===== config.mk =====
export PLATFORM = sky130hd
export DESIGN_NAME = vector_memory_access
export DESIGN_NICKNAME = d
export VERILOG_FILES = /design/src/rtl/vector_memory_access.sv
export SDC_FILE = /design/constraint.sdc
export NUM_CORES = 1
export LEC_CHECK = 0
export BUFFER_PORTS_ARGS = -buffer_cell sky130_fd_sc_hd__buf_2
export CAP_MARGIN = 20
export CORE_AREA = 2 2 217 219
export CTS_CLUSTER_DIAMETER = 40
export DETAILED_ROUTE_END_ITERATION = 10
export DIE_AREA = 0 0 219 221
export HOLD_SLACK_MARGIN = 0.08
export SYNTH_ARGS = -nofsm -noshare
export SYNTH_HDL_FRONTEND = slang
export SYNTH_SLANG_ARGS = --single-unit

===== constraint.sdc =====
create_clock -name clk -period 2 [get_ports clk]
set_input_delay 0.2 -clock clk [delete_from_list [all_inputs] [get_ports clk]]
set_output_delay 0.2 -clock clk [all_outputs]
set_load 0.005 [all_outputs]

===== src/rtl/vector_memory_access.sv =====
// Vector load/store sequencer: one valid/ready request in, one response pulse out.
// Stores are reformatted per lane (round half up, saturate to 8 bits) before reaching memory.
module vector_memory_access #(
    parameter int unsigned MEM_SIZE      = 35000,
    parameter int unsigned ADDRESS_WIDTH = 32,
    parameter int unsigned DATA_WIDTH    = 114,
    parameter int unsigned LANES         = 6,
    parameter int unsigned LANE_WIDTH    = 19
) (
    input  logic                     clk,
    input  logic                     reset,
    input  logic                     reqValid,
    output logic                     reqReady,
    input  logic                     reqWrite,
    input  logic [ADDRESS_WIDTH-1:0] reqAddress,
    input  logic [DATA_WIDTH-1:0]    reqData,
    output logic                     respValid,
    output logic                     respError,
    output logic [DATA_WIDTH-1:0]    respData,
    output logic                     memWriteEnable,
    output logic [ADDRESS_WIDTH-1:0] memReadAddress,
    output logic [ADDRESS_WIDTH-1:0] memWriteAddress,
    output logic [DATA_WIDTH-1:0]    memInputData,
    input  logic [DATA_WIDTH-1:0]    memOutputData
);

    localparam int unsigned FRAC_W = 10;
    localparam int unsigned INT_W  = 8;
    localparam int unsigned SUM_W  = INT_W + 1;

    typedef enum logic [1:0] {
        IDLE  = 2'd0,
        READ  = 2'd1,
        WRITE = 2'd2,
        RESP  = 2'd3
    } state_e;

    state_e                   state_q, state_d;
    logic [ADDRESS_WIDTH-1:0] addr_q, addr_d;
    logic [DATA_WIDTH-1:0]    data_q, data_d;
    logic                     err_q, err_d;
    logic [DATA_WIDTH-1:0]    resp_q, resp_d;

    logic [DATA_WIDTH-1:0]    fmt_c;
    logic [SUM_W-1:0]         lane_sum_c;
    logic [INT_W-1:0]         lane_val_c;
    logic                     oor_c;
    logic                     unused_req_bits_c;

    // Fraction bits below the rounding bit never influence the stored value.
    assign unused_req_bits_c = ^reqData;

    assign oor_c = (reqAddress >= ADDRESS_WIDTH'(MEM_SIZE));

    // Per-lane store format: negative -> 0, else integer + fraction msb, saturated at 255.
    always_comb begin
        fmt_c      = '0;
        lane_sum_c = '0;
        lane_val_c = '0;
        for (int i = 0; i < int'(LANES); i++) begin
            lane_sum_c = SUM_W'(reqData[i*LANE_WIDTH + FRAC_W +: INT_W])
                       + SUM_W'(reqData[i*LANE_WIDTH + FRAC_W - 1]);
            if (reqData[i*LANE_WIDTH + LANE_WIDTH - 1]) begin
                lane_val_c = '0;
            end else if (lane_sum_c > SUM_W'(255)) begin
                lane_val_c = '1;
            end else begin
                lane_val_c = lane_sum_c[INT_W-1:0];
            end
            fmt_c[i*LANE_WIDTH + FRAC_W +: INT_W] = lane_val_c;
        end
    end

    // Next-state and register-update logic.
    always_comb begin
        state_d = state_q;
        addr_d  = addr_q;
        data_d  = data_q;
        err_d   = err_q;
        resp_d  = resp_q;
        case (state_q)
            IDLE: begin
                if (reqValid) begin
                    addr_d = reqAddress;
                    data_d = fmt_c;
                    if (oor_c) begin
                        err_d   = 1'b1;
                        resp_d  = '0;
                        state_d = RESP;
                    end else begin
                        err_d   = 1'b0;
                        resp_d  = reqWrite ? fmt_c : '0;
                        state_d = reqWrite ? WRITE : READ;
                    end
                end
            end
            READ: begin
                resp_d  = memOutputData;
                state_d = RESP;
            end
            WRITE: begin
                state_d = RESP;
            end
            RESP: begin
                state_d = IDLE;
            end
            default: begin
                state_d = IDLE;
            end
        endcase
    end

    always_ff @(posedge clk) begin
        if (reset) begin
            state_q <= IDLE;
            addr_q  <= '0;
            data_q  <= '0;
            err_q   <= 1'b0;
            resp_q  <= '0;
        end else begin
            state_q <= state_d;
            addr_q  <= addr_d;
            data_q  <= data_d;
            err_q   <= err_d;
            resp_q  <= resp_d;
        end
    end

    // Memory-side and handshake outputs decode only from registered state.
    assign reqReady        = (state_q == IDLE);
    assign respValid       = (state_q == RESP);
    assign respError       = err_q;
    assign respData        = resp_q;
    assign memWriteEnable  = (state_q == WRITE);
    assign memWriteAddress = (state_q == WRITE) ? addr_q : '0;
    assign memReadAddress  = (state_q == READ)  ? addr_q : '0;
    assign memInputData    = (state_q == WRITE) ? data_q : '0;

endmodule


# --- Word-level counts from Yosys, hierarchy flattened ---
# Index checks and enable logic that the tools add are counted.
word_totals:
  reg_bits: 197
  latch_bits: 0
  ram_bits: 0
  rom_bits: 0
  elab_cells: 51
  n_memories: 0
classes:
  n_addsub: 6
  mul: 0
  div_mod_pow: 0
  order_cmp: 7
  eq_ne: 4
  n_shift: 0
  muxes: 24
  bitwise: 0
  reduce_logical: 5
ops:
  columns: ["cell", "count"]
  rows:
  - ["two-way mux 113 bit", 3]
  - ["one-hot mux 114 bit (2 select lines)", 1]
  - ["two-way mux 114 bit", 1]
  - ["two-way mux 8 bit", 12]
  - ["two-way mux 32 bit", 2]
  - ["adder 8 x 1 -> 9 bit", 6]
  - ["> comparator 9 x 8 -> 1 bit, second input constant", 6]
  - ["greater-or-equal comparator 32 x 16 -> 1 bit, second input constant", 1]
  - ["two-way mux 2 bit", 3]
  - ["one-hot mux 2 bit (3 select lines)", 1]
  - ["== test 2 bit, second input constant", 2]
  - ["AND reduction 2 bit", 2]
  - ["== test 2 x 1 -> 1 bit, second input constant", 1]
  - ["logical NOT 2 bit", 1]
  - ["!= test 2 bit, second input constant", 1]
  - ["nonzero test 2 bit", 1]
  - ["OR reduction 2 bit", 1]
  - ["two-way mux 1 bit", 1]

# --- Logic depth before layout (Yosys ltp) ---
logic_depth:
  ltp_word: 8
  depth_mapped: 10

# --- Worst setup path after synthesis ---
# OpenSTA, ideal clock, no wires.
synth_path:
  kind: "reg2reg"
  startpoint: "register state_q[0]"
  endpoint: "register resp_q[93] (netlist: respData[93])"
  setup_time_ns: 0.092
  arrival_time_ns: 1.803
  required_time_ns: 1.908
  setup_slack_ns: 0.105
  path_stages_with_launch: 10
  n_path_buf: 2
  synth_period_minus_slack_ns: 1.895
  cell_sequence: "dfxtp_1 inv_1 ha_1 buf_2 nand2b_1 o21a_1 clkbuf_1 nor2_1 or4_1 o32ai_1"
synth_via:
  elab_chain_len: 3
  word_cells_on_any_way: 6
synth_rtl:
  columns: ["element", "line", "rtl"]
  rows:
  - ["from (decl)", "38", "state_e state_q, state_d;"]
  - ["from (signal assigned)", "121", "state_q <= state_d;"]
  - ["logical NOT 2 bit *", null, null]
  - ["net reqReady", "13", "output logic reqReady,"]
  - ["!= test 2 bit (no line) / nonzero test 2 bit (equally long branches)", null, null]
  - ["AND reduction 2 bit (no line)", null, null]
  - ["to (signal assigned)", "125", "resp_q <= resp_d;"]
  - ["to (decl)", "42", "logic [DATA_WIDTH-1:0] resp_q, resp_d;"]
# Mark *: on every way through the listed nets, which the timed path passes. The rest lies on a longest branch.
# A chain may end at the register's enable or synchronous reset.

# --- Worst setup path after layout ---
layout_path:
  startpoint: "register state_q[0]"
  endpoint: "output port memInputData[29]"
layout_via:
  elab_chain_len: 2
layout_rtl:
  columns: ["element", "line", "rtl"]
  rows:
  - ["== test 2 bit", "137", "assign memInputData = (state_q == WRITE) ? data_q : '0;"]
  - ["two-way mux 113 bit", "137", null]
  - ["to (decl)", "23", "output logic [DATA_WIDTH-1:0] memInputData,"]
# Every way passes these cells.

==> impl_results.md <==
- Outcome: finished, final reports clean
- Die Footprint: 48,400 um2
- Max Clock Skew: 0.01527 ns
- Transition time at the pin with the least slew margin: 0.5094 ns
- Peak supply drop: 0.4883 mV
- Post-route clock period utilization: 93.93%
- Area share of the largest cell type after synthesis: 39.16%
- Number of cells in the finished layout apart from fillers: 2,427
- Avg Synthesized Cell Area: 7.931 um2
- Maximum buffer depth of the clock tree: 2
- Area of placed instances: 12,910 um2
- Final setup vio count: 0
- Buffer cell driving the clock tree root: clkbuf_16
- Clock slew at the register clock pins of the worst setup and hold paths: 0.08 ns
- Post-synthesis sequential element count: 197
- Count of buffer and inverter cells on the critical path: 3
- Critical-path top delay cell: dfxtp_1
- Max Freq: 532.3 MHz
- Height of the die: 221 um
- Top-level I/O count: 560
- Number of nets in the layout: 2,087
- Proportion of power drawn by combinational gates: 41.1%
- Number of iterations in the first detailed-routing pass: 5
- Element type at the critical path end: primary output
- Maximum number of pins on one net before global-route repair: 67
- Clock sink count: 197
- Adder-cell share of the synthesized area: 1.988%
- GRT Total Usage: 15.09%
- Cells along the critical path: inv_1 > ha_2 > buf_12 > and2_1 > buf_2
- Syn Std Cell Area: 10,070 um2
- Worst slew slack as a fraction of its limit: 65.68%
- Detailed Place HPWL: 26,810 um
- Setup repair after global routing missed its margin: false
- Via count of the first global-routing pass: 10,750
- Time the final worst path needs with I/O delays and setup: 1.879 ns
- Sequential area share after synthesis: 39.16%
- Layout Cell Area excl Fill: 14,930 um2
- Clock latency on the worst-skew pair: 0.48 ns
- Hold/Removal Path Class: in2reg
- Number of enable flip-flop cells after synthesis: 0
- Post-synthesis simple-gate area fraction: 25.40%
- Avg WL per Cell: 15.79 um
- TritonCTS buffer count: 17
- Xor and xnor fraction of the mapped netlist area: 1.043%
- Slowest cell delay on critical path: 0.33 ns
- H-tree Lvls: 4
- Kind of launch point of the worst setup path: flip-flop
- Number of violations of the max-capacitance limit: 0
- Via density: 4.530
- Max Transition Viols Final: 0
- Overall overflow remaining after global route: 0
- Most area-hungry cell type in the Yosys netlist: dfxtp_1
- Synth-to-layout area growth: 48.25%
- Compound-gate portion of the synthesized area: 22.73%
- Type of the worst setup path: reg2out
- Main area contributors after synthesis: dfxtp_1 39%, a21oi_1 7.6%, and2_1 7.1%
- Total power per unit cell area: 966.9 nW/um2
- CTS tree: done
- Count leader, synth: dfxtp_1
- Via count: 10,990
- Combinational family with the most area after synthesis: simple AND/OR/NAND/NOR gates
- Share of post-route cells with drive strength above 1: 29.14%
- Initial core utilization: 21.87%
- Cell types with the highest counts after synthesis: 197 x dfxtp_1, 159 x nand2_1, 152 x a21oi_1
- Data arrival, critical path: 1.68 ns
- Switch share: 38.04%
- Number of antenna violations at the first check in global routing: 1
- Fraction of synthesized area in multiplexers: 0.2981%
- Number of warnings printed during yosys synthesis: 0
- Final-layout setup total negative slack: 0 ns
- Gate Count Post-Synth: 1,270
- Remaining DRCs: 0
- Cell-internal power: 0.008946 W
- Max Fanout on Critical Path: 50
- Count of cell types in the netlist: 59
- Width of the die: 219 um
- Main flop type after synthesis: dfxtp_1
- P_sw: 0.005492 W
- Drt first-iter violations: 483
- Count of final hold-check violations: 0
- Leak Pwr: 6.871 nW
- RePlAce Congestion: 0.8943
- Worst Path Required: 1.80 ns
- Proportion of power drawn by the clock network: 24.1%
- Kind of cell adding the most delay to the critical path: buffers and inverters
- Total placed cells including tap cells: 2,255
- Number of rows created at floorplan: 79
- Global-route wire length before repair: 56,950 um
- Number of nets with antenna violations after routing: 0
- Share of synthesized registers carrying an async set or reset: 0%
- Final wirelength: 38,330 um
- Sequential group share of total power: 34.8%
- Std-Cell Core Area: 46,060 um2
- Port Buf Inserts: 439
## worst min-delay path, stage by stage
cell	delay [ns]
buf_2	0.10
a21oi_1	0.17
a211oi_1	0.09
## power by group through the flow
stage | Sequential [W] | Clock (W) | Combinational, W
2_1_floorplan | 0.00507 | 0 | 0.00319
3_3_place_gp | 0.00507 | 0 | 0.00550
3_5_place_dp | 0.00510 | 0 | 0.00561
4_1_cts | 0.00502 | 0.00364 | 0.00585
5_1_grt | 0.00512 | 0.00375 | 0.00656
6_report | 0.00502 | 0.00348 | 0.00594
## sequential cells by signal, indices dropped and copies added, names as in the netlist
register	flops
respData	114
data_q	48
addr_q	32
state_q	2
respError	1
## through the flow
| stage | utilization (%) | worst slack (ns) | hold slack [ns] | power (W) |
|---|---|---|---|---|
| global route | 32.42 | 0.007929 | 0.1210 | 0.01543 |
| finish | 32.42 | 0.1214 | 0.1361 | 0.01444 |
| CTS | 32.29 | 0.02748 | 0.08141 | 0.01452 |
| floorplan | - | 0.1046 | 0.3360 | 0.008260 |
| detailed placement | 28.04 | 0.06578 | 0.4426 | 0.01071 |
| global placement | 28.04 | 0.06601 | 0.4335 | 0.01057 |
## final timing paths
check                                        startpoint                        end  slack, ns  cells past startpoint
worst max-delay path            state_q[0]$_SDFFE_PP0P_           memInputData[29]       0.12                      5
worst min-delay path                  memOutputData[32]  respData[32]$_SDFFE_PP0P_       0.14                      3
worst max register to register  state_q[0]$_SDFFE_PP0P_  respData[15]$_SDFFE_PP0P_       0.16                      8
worst min register to register  data_q[31]$_SDFFE_PP0P_    data_q[31]$_SDFFE_PP0P_       0.45                      2
## layout by cell type (no fill, tap or decap), types with 17 or more instances in the layout
cell           instances
o21bai_1              32
and2_1               111
conb_1                66
dlygate4sd3_1        137
nand2_1              158
a22oi_1               67
buf_2                438
buf_12                18
buf_4                 19
a21oi_1              152
clkbuf_16             18
nor2b_1               35
nor2_1               108
and3_1                17
dfxtp_1              197
a211oi_1              37
nand3_1               17
## layout make-up
| cell class | count | area, um2 |
|---|---|---|
| Inverter | 15 | 56.30 |
| Clock inverter | 11 | 118.9 |
| Timing Repair Buffer | 615 | 4114 |
| Fill cell | 4838 | 31130 |
| Clock buffer | 20 | 456.7 |
| Sequential cell | 197 | 3944 |
| Tap cell | 607 | 759.5 |
| Antenna cell | 1 | 2.502 |
| Multi-Input combinational cell | 961 | 5480 |
## cell families (layout without fill, tap and decap cells)
family / Yosys count / count (layout)
xor+xnor: 12 / 12
simple gates: 511 / 511
other cells: 1 / 67
compound gates: 353 / 353
buf+inv: 177 / 661
fa+ha+maj: 16 / 16
mux: 3 / 3
flops: 197 / 197
## timing repair
item,4_1_cts,5_1_grt
pin swaps,0,1
hold buffers,137,0
hold endpoints to repair,156,0
endpoints found under the setup margin,16,31
cloned,0,1
gates resized for setup,4,4
setup buffers,0,2
## metal layers
metal  global-route usage (%)  part of all wire (%)  vias to the layer above
li1                         -                     -                     5345
met3                    3.808                   6.4                       50
met2                    26.81                    50                      396
met4                    5.841                   2.1                        0
met1                    17.19                    42                     5203
met5                        0                     0                        -
Note: power is estimated with default switching activity, not from simulation.
